===== config.mk =====
export PLATFORM = sky130hd
export DESIGN_NAME = reg_write_arbiter
export DESIGN_NICKNAME = d
export VERILOG_FILES = /design/src/rtl/reg_write_arbiter.sv
export SDC_FILE = /design/constraint.sdc
export NUM_CORES = 1
export LEC_CHECK = 0
export CAP_MARGIN = 20
export CORE_MARGIN = 2
export CORE_UTILIZATION = 24
export DETAILED_ROUTE_END_ITERATION = 12
export HOLD_SLACK_MARGIN = 0.03
export PLACE_DENSITY = 0.91
export SYNTH_ARGS = -nofsm -noshare
export SYNTH_HDL_FRONTEND = slang
export SYNTH_SLANG_ARGS = --single-unit
export TNS_END_PERCENT = 30

===== constraint.sdc =====
create_clock -name Clk -period 2.71 [get_ports Clk]
set_input_delay 0.542 -clock Clk [delete_from_list [all_inputs] [get_ports Clk]]
set_output_delay 0.542 -clock Clk [all_outputs]
set_load 0.05 [all_outputs]

===== src/rtl/reg_write_arbiter.sv =====
// Two-requester register-file write arbiter with a post-reset clear of R0..R7.
// Define ROUND_ROBIN_EN for alternating priority on contention; otherwise A has strict priority.
module reg_write_arbiter (
  input  logic        Clk,
  input  logic        Reset,
  input  logic        A_Req,
  input  logic [2:0]  A_DR,
  input  logic [15:0] A_Data,
  output logic        A_Gnt,
  input  logic        B_Req,
  input  logic [2:0]  B_DR,
  input  logic [15:0] B_Data,
  output logic        B_Gnt,
  output logic [2:0]  DR,
  output logic [15:0] Data_In,
  output logic        LD_REG,
  output logic        Busy,
  output logic        Collision
);

  typedef enum logic [0:0] {StClear, StArb} state_e;

  state_e      state_q, state_d;
  logic [2:0]  cnt_q, cnt_d;
  logic        contend;
  logic        prefer_b;
  logic        gnt_a, gnt_b;

`ifdef ROUND_ROBIN_EN
  // 0 selects A, 1 selects B when both request.
  logic ptr_q, ptr_d;
  assign prefer_b = ptr_q;
`else
  assign prefer_b = 1'b0;
`endif

  assign contend = A_Req & B_Req;
  assign gnt_a   = A_Req & (~B_Req | ~prefer_b);
  assign gnt_b   = B_Req & (~A_Req | prefer_b);

  always_comb begin
    state_d = state_q;
    cnt_d   = cnt_q;
    unique case (state_q)
      StClear: begin
        cnt_d = cnt_q + 3'd1;
        if (cnt_q == 3'd7) begin
          state_d = StArb;
        end
      end
      StArb: begin
        cnt_d = 3'd0;
      end
      default: begin
        state_d = StClear;
        cnt_d   = 3'd0;
      end
    endcase
  end

`ifdef ROUND_ROBIN_EN
  always_comb begin
    ptr_d = ptr_q;
    // Hand priority to the loser only when both actually competed.
    if (state_q == StArb && contend) begin
      ptr_d = gnt_a;
    end
  end
`endif

  always_comb begin
    A_Gnt     = 1'b0;
    B_Gnt     = 1'b0;
    DR        = 3'd0;
    Data_In   = 16'h0000;
    LD_REG    = 1'b0;
    Busy      = 1'b0;
    Collision = 1'b0;
    if (Reset) begin
      // Reset forces the Cnt=0 clear cycle regardless of the registered state.
      LD_REG = 1'b1;
      Busy   = 1'b1;
    end else begin
      unique case (state_q)
        StClear: begin
          LD_REG = 1'b1;
          Busy   = 1'b1;
          DR     = cnt_q;
        end
        StArb: begin
          A_Gnt     = gnt_a;
          B_Gnt     = gnt_b;
          LD_REG    = gnt_a | gnt_b;
          Collision = contend & (A_DR == B_DR);
          if (gnt_a) begin
            DR      = A_DR;
            Data_In = A_Data;
          end else if (gnt_b) begin
            DR      = B_DR;
            Data_In = B_Data;
          end
        end
        default: begin
          LD_REG = 1'b0;
        end
      endcase
    end
  end

  always_ff @(posedge Clk) begin
    if (Reset) begin
      state_q <= StClear;
      cnt_q   <= 3'd0;
`ifdef ROUND_ROBIN_EN
      ptr_q   <= 1'b0;
`endif
    end else begin
      state_q <= state_d;
      cnt_q   <= cnt_d;
`ifdef ROUND_ROBIN_EN
      ptr_q   <= ptr_d;
`endif
    end
  end

endmodule


==> results of run 1 <==
[flip-flops by register name, indices dropped and copies added, names as in the netlist]
name	count
cnt_q	3
state_q	1
[placed cells by master (no fill, tap or decap)]
cell / count
clkdlybuf4s50_1: 41
buf_12: 23
a22o_1: 16
nor3b_1: 5
dfxtp_1: 4
buf_4: 4
a221o_1: 3
xor2_1: 3
clkbuf_4: 3
nor2_1: 2
ha_1: 2
and4bb_2: 1
and3b_1: 1
nand2b_1: 1
or3_1: 1
nand4b_1: 1
nor4_2: 1
nor3_1: 1
[report_power, final]
group / switching, mW / internal (mW) / total [mW]
Combinational: 0.0329 / 0.0736 / 0.106
Clock: 0.0220 / 0.0494 / 0.0714
Sequential: 0.00253 / 0.0634 / 0.0659
[worst max-delay path by stage]
| stage | depth (start not counted) | startpoint | slack, ns | to |
|---|---|---|---|---|
| 6_report | 4 | A_Req | 0.09 | Data_In[8] |
| 5_1_grt | 4 | A_Req | 0.05 | Data_In[8] |
| 4_1_cts | 4 | A_Req | 0.11 | DR[0] |
| 3_5_place_dp | 4 | A_Req | 0.11 | Data_In[7] |
| 3_3_place_gp | 4 | A_Req | 0.15 | DR[0] |
| 2_1_floorplan | 4 | Reset | 0.43 | Data_In[10] |
[cell type report]
cell class,count,area share
repair buffers,68,0.662
well taps,25,0.0230
multi-input cells,38,0.240
flip-flops and latches,4,0.0588
clock buffers,3,0.0165
[metal layers]
metal / global-route usage / routed length [um] / up-vias
li1: - / - / 325
met2: 0.312 / 1090 / 29
met4: 0.0778 / 11 / 0
met1: 0.274 / 989 / 316
met3: 0.0346 / 175 / 2
met5: 0 / 0 / -
[worst reg2reg max path, cell delays in order (launching register included)]
cell	delay (ns)
dfxtp_1	0.31
ha_1	0.20
ha_1	0.26
nor3b_1	0.13
[cell families after synthesis]
kind of cell / after synthesis / synth area share
AO/OA/AOI/OAI: 19 / 0.382
XOR/XNOR: 3 / 0.0590
adder cells (fa/ha/maj): 2 / 0.0562
buffers and inverters: 6 / 0.101
flip-flops: 4 / 0.180
AND/OR/NAND/NOR: 14 / 0.222
==> flow_summary.yaml, run 1 <==
run_status:
  status: "completed"
worst_hold_path:
  holdPathEnd: "cnt_q[0]"
  worst_hold_path_type: "reg2reg"
  min-delay-start: "cnt_q[0]"
  hold_depth: 1
critical_path:
  path_class: "in2out"
  regToRegSetupSlack_ns: 1.68
  cp_cell_sequence: "clkdlybuf4s50_1, and4bb_2, a22o_1, buf_12"
  r2r_cells: 3
  cp_max_fo: 20
  cp_slowest_cell: "and4bb_2"
  r2r-start: "cnt_q[0]"
  startpoint_type: "input port"
  worstPathArrival_ns: 2.08
  slowest_delay_ns: 0.63
  r2r-end: "cnt_q[2]"
  crit_required_ns: 2.17
  end_kind: "output pin"
  cp_num_buf_inv: 2
  critical_path.top_delay_family: "simple AND/OR/NAND/NOR gates"
cts:
  cts_sinks: 4
  cts_root_buffer: "clkbuf_4"
  clock_latency_ns: 0.23
  htreeDepth: 1
  cts_buffer_depth: 2
  cts_tree: "yes"
  post_cts.repair.setup_buffers: 0
  cts-resized-gates: 0
  cts_buffers: 3
  ctsHoldBuffers: 0
  path_clk_slew_ns: 0.03
yosys:
  synth.ff_latch_count: 4
  synth_common_cells: "16 x a22o_1, 5 x nor3b_1, 4 x dfxtp_1"
  syn_area_per_cell_um2: 9.28
  synthFlopType: "dfxtp_1"
  yosysUniqueCellTypes: 17
  yosys-top-cells-area: "a22o_1 31%, dfxtp_1 18%, nor3b_1 8.4%"
  yosysTopAreaCell: "a22o_1"
  synth-edff-count: 0
  synth.cell_area_um2: 445
  syn_inst: 48
  yosys_warnings: 0
  yosysSeqAreaShare: 0.180
  synth_top_area_frac: 0.315
  synth_nets: 92
  synth.most_common_cell: "a22o_1"
  async_reset_ff_frac: 0
timing:
  rsz0062_at_grt: "no"
  final.period_utilization: 0.967
  fin_setup_tns_ns: 0
  period_minus_slack_ns: 2.62
  tightest_slew_ns: 0.468
  setup_viol: 0
  max_slew_margin: 0.688
  hold_ws_ns: 0.447
  max_freq_ghz: 0.382
  hold_violations: 0
  fin_ws_ns: 0.0906
  clock_skew_ns: 0.000533
  drv_slew: 0
cells_and_area:
  final_cells: 138
  seq_area_um2: 80.1
  multiInputGateArea_um2: 327
  fin_nets: 159
  final_area_um2: 1360
  fin_util: 0.780
  diodes: 0
  area_growth_pct: 206
  drive_gt1_frac: 0.283
  n_fill_cell: 102
route:
  wl_per_cell_um: 16.4
  vias: 672
  first_pass_iters: 4
  vias_per_cell: 4.87
  drcViolationCount: 0
  wirelength_um: 2270
  final_antenna_net_count: 0
  drt_first_iter_violations: 15
global_route:
  grt_pass1_vias: 608
  grt_pass1_wl_um: 3060
  grt_use_total: 0.200
  grt_overflow: 0
  antenna_found_initial: 0
  grt_max_degree: 21
floorplan:
  die_area_um2: 2220
  initial_utilization: 0.255
  rows: 15
  core_um2: 1750
  die_h_um: 47.1
  die_x_um: 47.1
  ios: 66
placed_design:
  gp_congestion: 0.674
  dp.cells: 135
  dp_hpwl_um: 1980
  numPortBuffers: 65
  place_area_um2: 1340
  dp_slack_ns: 0.109
power_and_ir_drop:
  total_power_uw: 244
  ir_worst_vdd_uv: 189
  leakage_nw: 0.538
  p_per_area_nw_per_um2: 179
flow_run:
  drv_cap: 0
No activity file was read; power rests on OpenSTA's default activity.
==> inputs of run 2 (changes only) <==
--- a/config.mk
+++ b/config.mk
@@ -8,6 +8,7 @@
 export CAP_MARGIN = 20
 export CORE_MARGIN = 2
 export CORE_UTILIZATION = 24
+export CTS_CLUSTER_DIAMETER = 60
 export DETAILED_ROUTE_END_ITERATION = 12
 export HOLD_SLACK_MARGIN = 0.03
 export PLACE_DENSITY = 0.91
==> results of run 2 <==
No change in the layout: final DEF, timing and power equal those of run 1.
==> inputs of run 3 (changes only) <==
==> constraint.sdc (replaced) <==
create_clock -name Clk -period 2.71 [get_ports Clk]
set_input_delay 0.542 -clock Clk [delete_from_list [all_inputs] [get_ports Clk]]
set_output_delay 0.542 -clock Clk [all_outputs]
set_load 0.1 [all_outputs]
==> run 3 against run 2 <==
Combinational power rose by 16%. Sequential share of layout area fell by 0.15 points. Design area is 2.7% higher. Flip-flop and latch count did not move. Core utilization grew 2.1 points. Total power grew 9.0%. First-iteration DRC count down 60%. Worst setup slack improved by 0.10 ns. Cell count is 0.72% lower. Register-to-register slack worse by 0.02 ns. Die area unchanged. Critical endpoint is now Data_In[5]. Largest power group unchanged. Highest routed layer unchanged.
==> flow_summary.yaml, run 3 (synthesis results as in run 1) <==
cells_and_area:
  reg_top3: "cnt_q: 3 flops, state_q: 1 flops"
  diodes: 0
  layout_commonest_cell: "clkdlybuf4s50_1"
  regMostFlops: "cnt_q"
  area_growth_pct: 214
  largest_reg_flops: 3
  fin_nets: 158
  final_cell_mix: "41 x clkdlybuf4s50_1, 25 x buf_12, 15 x a22o_1"
  drive_gt1_frac: 0.295
placed_design:
  numPortBuffers: 65
  dp_hpwl_um: 2020
  gp_congestion: 0.681
floorplan:
  die_x_um: 47.1
  die_h_um: 47.1
  initial_utilization: 0.255
  rows: 15
  ios: 66
  core_um2: 1750
  die_area_um2: 2220
timing:
  final.period_utilization: 0.929
  max_freq_ghz: 0.397
  clock_skew_ns: 0.00299
  fin_setup_tns_ns: 0
  period_minus_slack_ns: 2.52
  drv_slew: 0
  hold_violations: 0
  max_slew_margin: 0.762
  setup_viol: 0
  tightest_slew_ns: 0.357
  rsz0062_at_grt: "no"
cts:
  post_cts.repair.setup_buffers: 0
  cts_buffer_depth: 2
  path_clk_slew_ns: 0.04
  cts_tree: "yes"
  clock_latency_ns: 0.24
  cts_sinks: 4
  htreeDepth: 1
  cts_root_buffer: "clkbuf_4"
  cts_buffers: 3
critical_path:
  end_kind: "output pin"
  path_class: "in2out"
  cp_cell_sequence: "clkdlybuf4s50_1, and4bb_4, a22o_1, buf_12"
  worstPathArrival_ns: 1.97
  startpoint_type: "input port"
  cp_max_fo: 20
  slowest_delay_ns: 0.53
  cp_slowest_cell: "and4bb_4"
  crit_required_ns: 2.17
power_and_ir_drop:
  ir_worst_vdd_uv: 295
  p_comb_frac: 0.464
  intPower_uw: 188
  p_sw_uw: 78.0
  total_power_uw: 266
  switching_share: 0.294
  clkPwrFrac: 0.289
  p_per_area_nw_per_um2: 190
  leakage_nw: 0.547
  p_seq_frac: 0.247
route:
  topRoutingLayerUsed: "met4"
  wl_per_cell_um: 17.3
  drcViolationCount: 0
  route.met3.wl_um: 297
  drt_first_iter_violations: 6
  vias_per_cell: 5.08
  final_antenna_net_count: 0
  wirelength_um: 2370
  wl_met1_um: 905
  vias: 696
  first_pass_iters: 4
  dr_wl_met2_um: 1140
flow_run:
  drv_cap: 0
global_route:
  grt_pass1_vias: 717
  grt_use_total: 0.220
  grt_pass1_wl_um: 3290
  antenna_found_initial: 0
  grt_overflow: 0
  grt_max_degree: 21
worst_hold_path:
  worst_hold_path_type: "reg2reg"
run_status:
  status: "completed"
run 3: per-layer routing:
layer  up-vias  GRT usage
met1       321      0.234
met2        48      0.392
met5         -          0
met4         0     0.0778
li1        323          -
met3         4     0.0885
run 3: power groups by stage:
stage	clock network, mW	registers (mW)	logic, mW
finish	0.0767	0.0658	0.123
global route	0.0838	0.0662	0.129
CTS	0.0811	0.0657	0.123
detailed placement	0	0.0666	0.123
global placement	0	0.0663	0.118
floorplan	0	0.0658	0.0414
run 3: final timing paths:
check | slack (ns) | cells after the start | start | endpoint
worst max register to register | 1.66 | 3 | cnt_q[0] | cnt_q[2]
worst min register to register | 0.46 | 1 | cnt_q[0] | cnt_q[0]
worst max-delay path | 0.19 | 4 | Reset | Data_In[5]
worst min-delay path | 0.46 | 1 | cnt_q[0] | cnt_q[0]
run 3: final cells by class:
class / count / area, um2
clock buffer: 3 / 22.5
tap: 25 / 31.3
multi-input combinational: 38 / 345
sequential: 4 / 80.1
timing repair buffer: 67 / 918
fill: 93 / 348
run 3: per-stage QoR:
stage                     utilization  instances  hold WS [ns]  cell area, um2  setup slack [ns]
after global routing            0.801        137         0.479            1400             0.126
after CTS                       0.799        137         0.461            1390            0.0798
after global placement          0.786        134         0.431            1370             0.115
after floorplan                     -         48         0.417             467           -0.0963
after detailed placement        0.786        134         0.454            1370            0.0820
final                           0.801        137         0.458            1400             0.193
run 3: timing repair:
item | CTS | global route
endpoints found under the setup margin | 0 | 3
gates resized for setup | 0 | 1
hold buffers | 0 | 0
run 3: critical path, delay by kind of cell:
family / cells / cell delay [ns]
AO/OA/AOI/OAI: 1 / 0.26
buffers and inverters: 2 / 0.63
AND/OR/NAND/NOR: 1 / 0.53
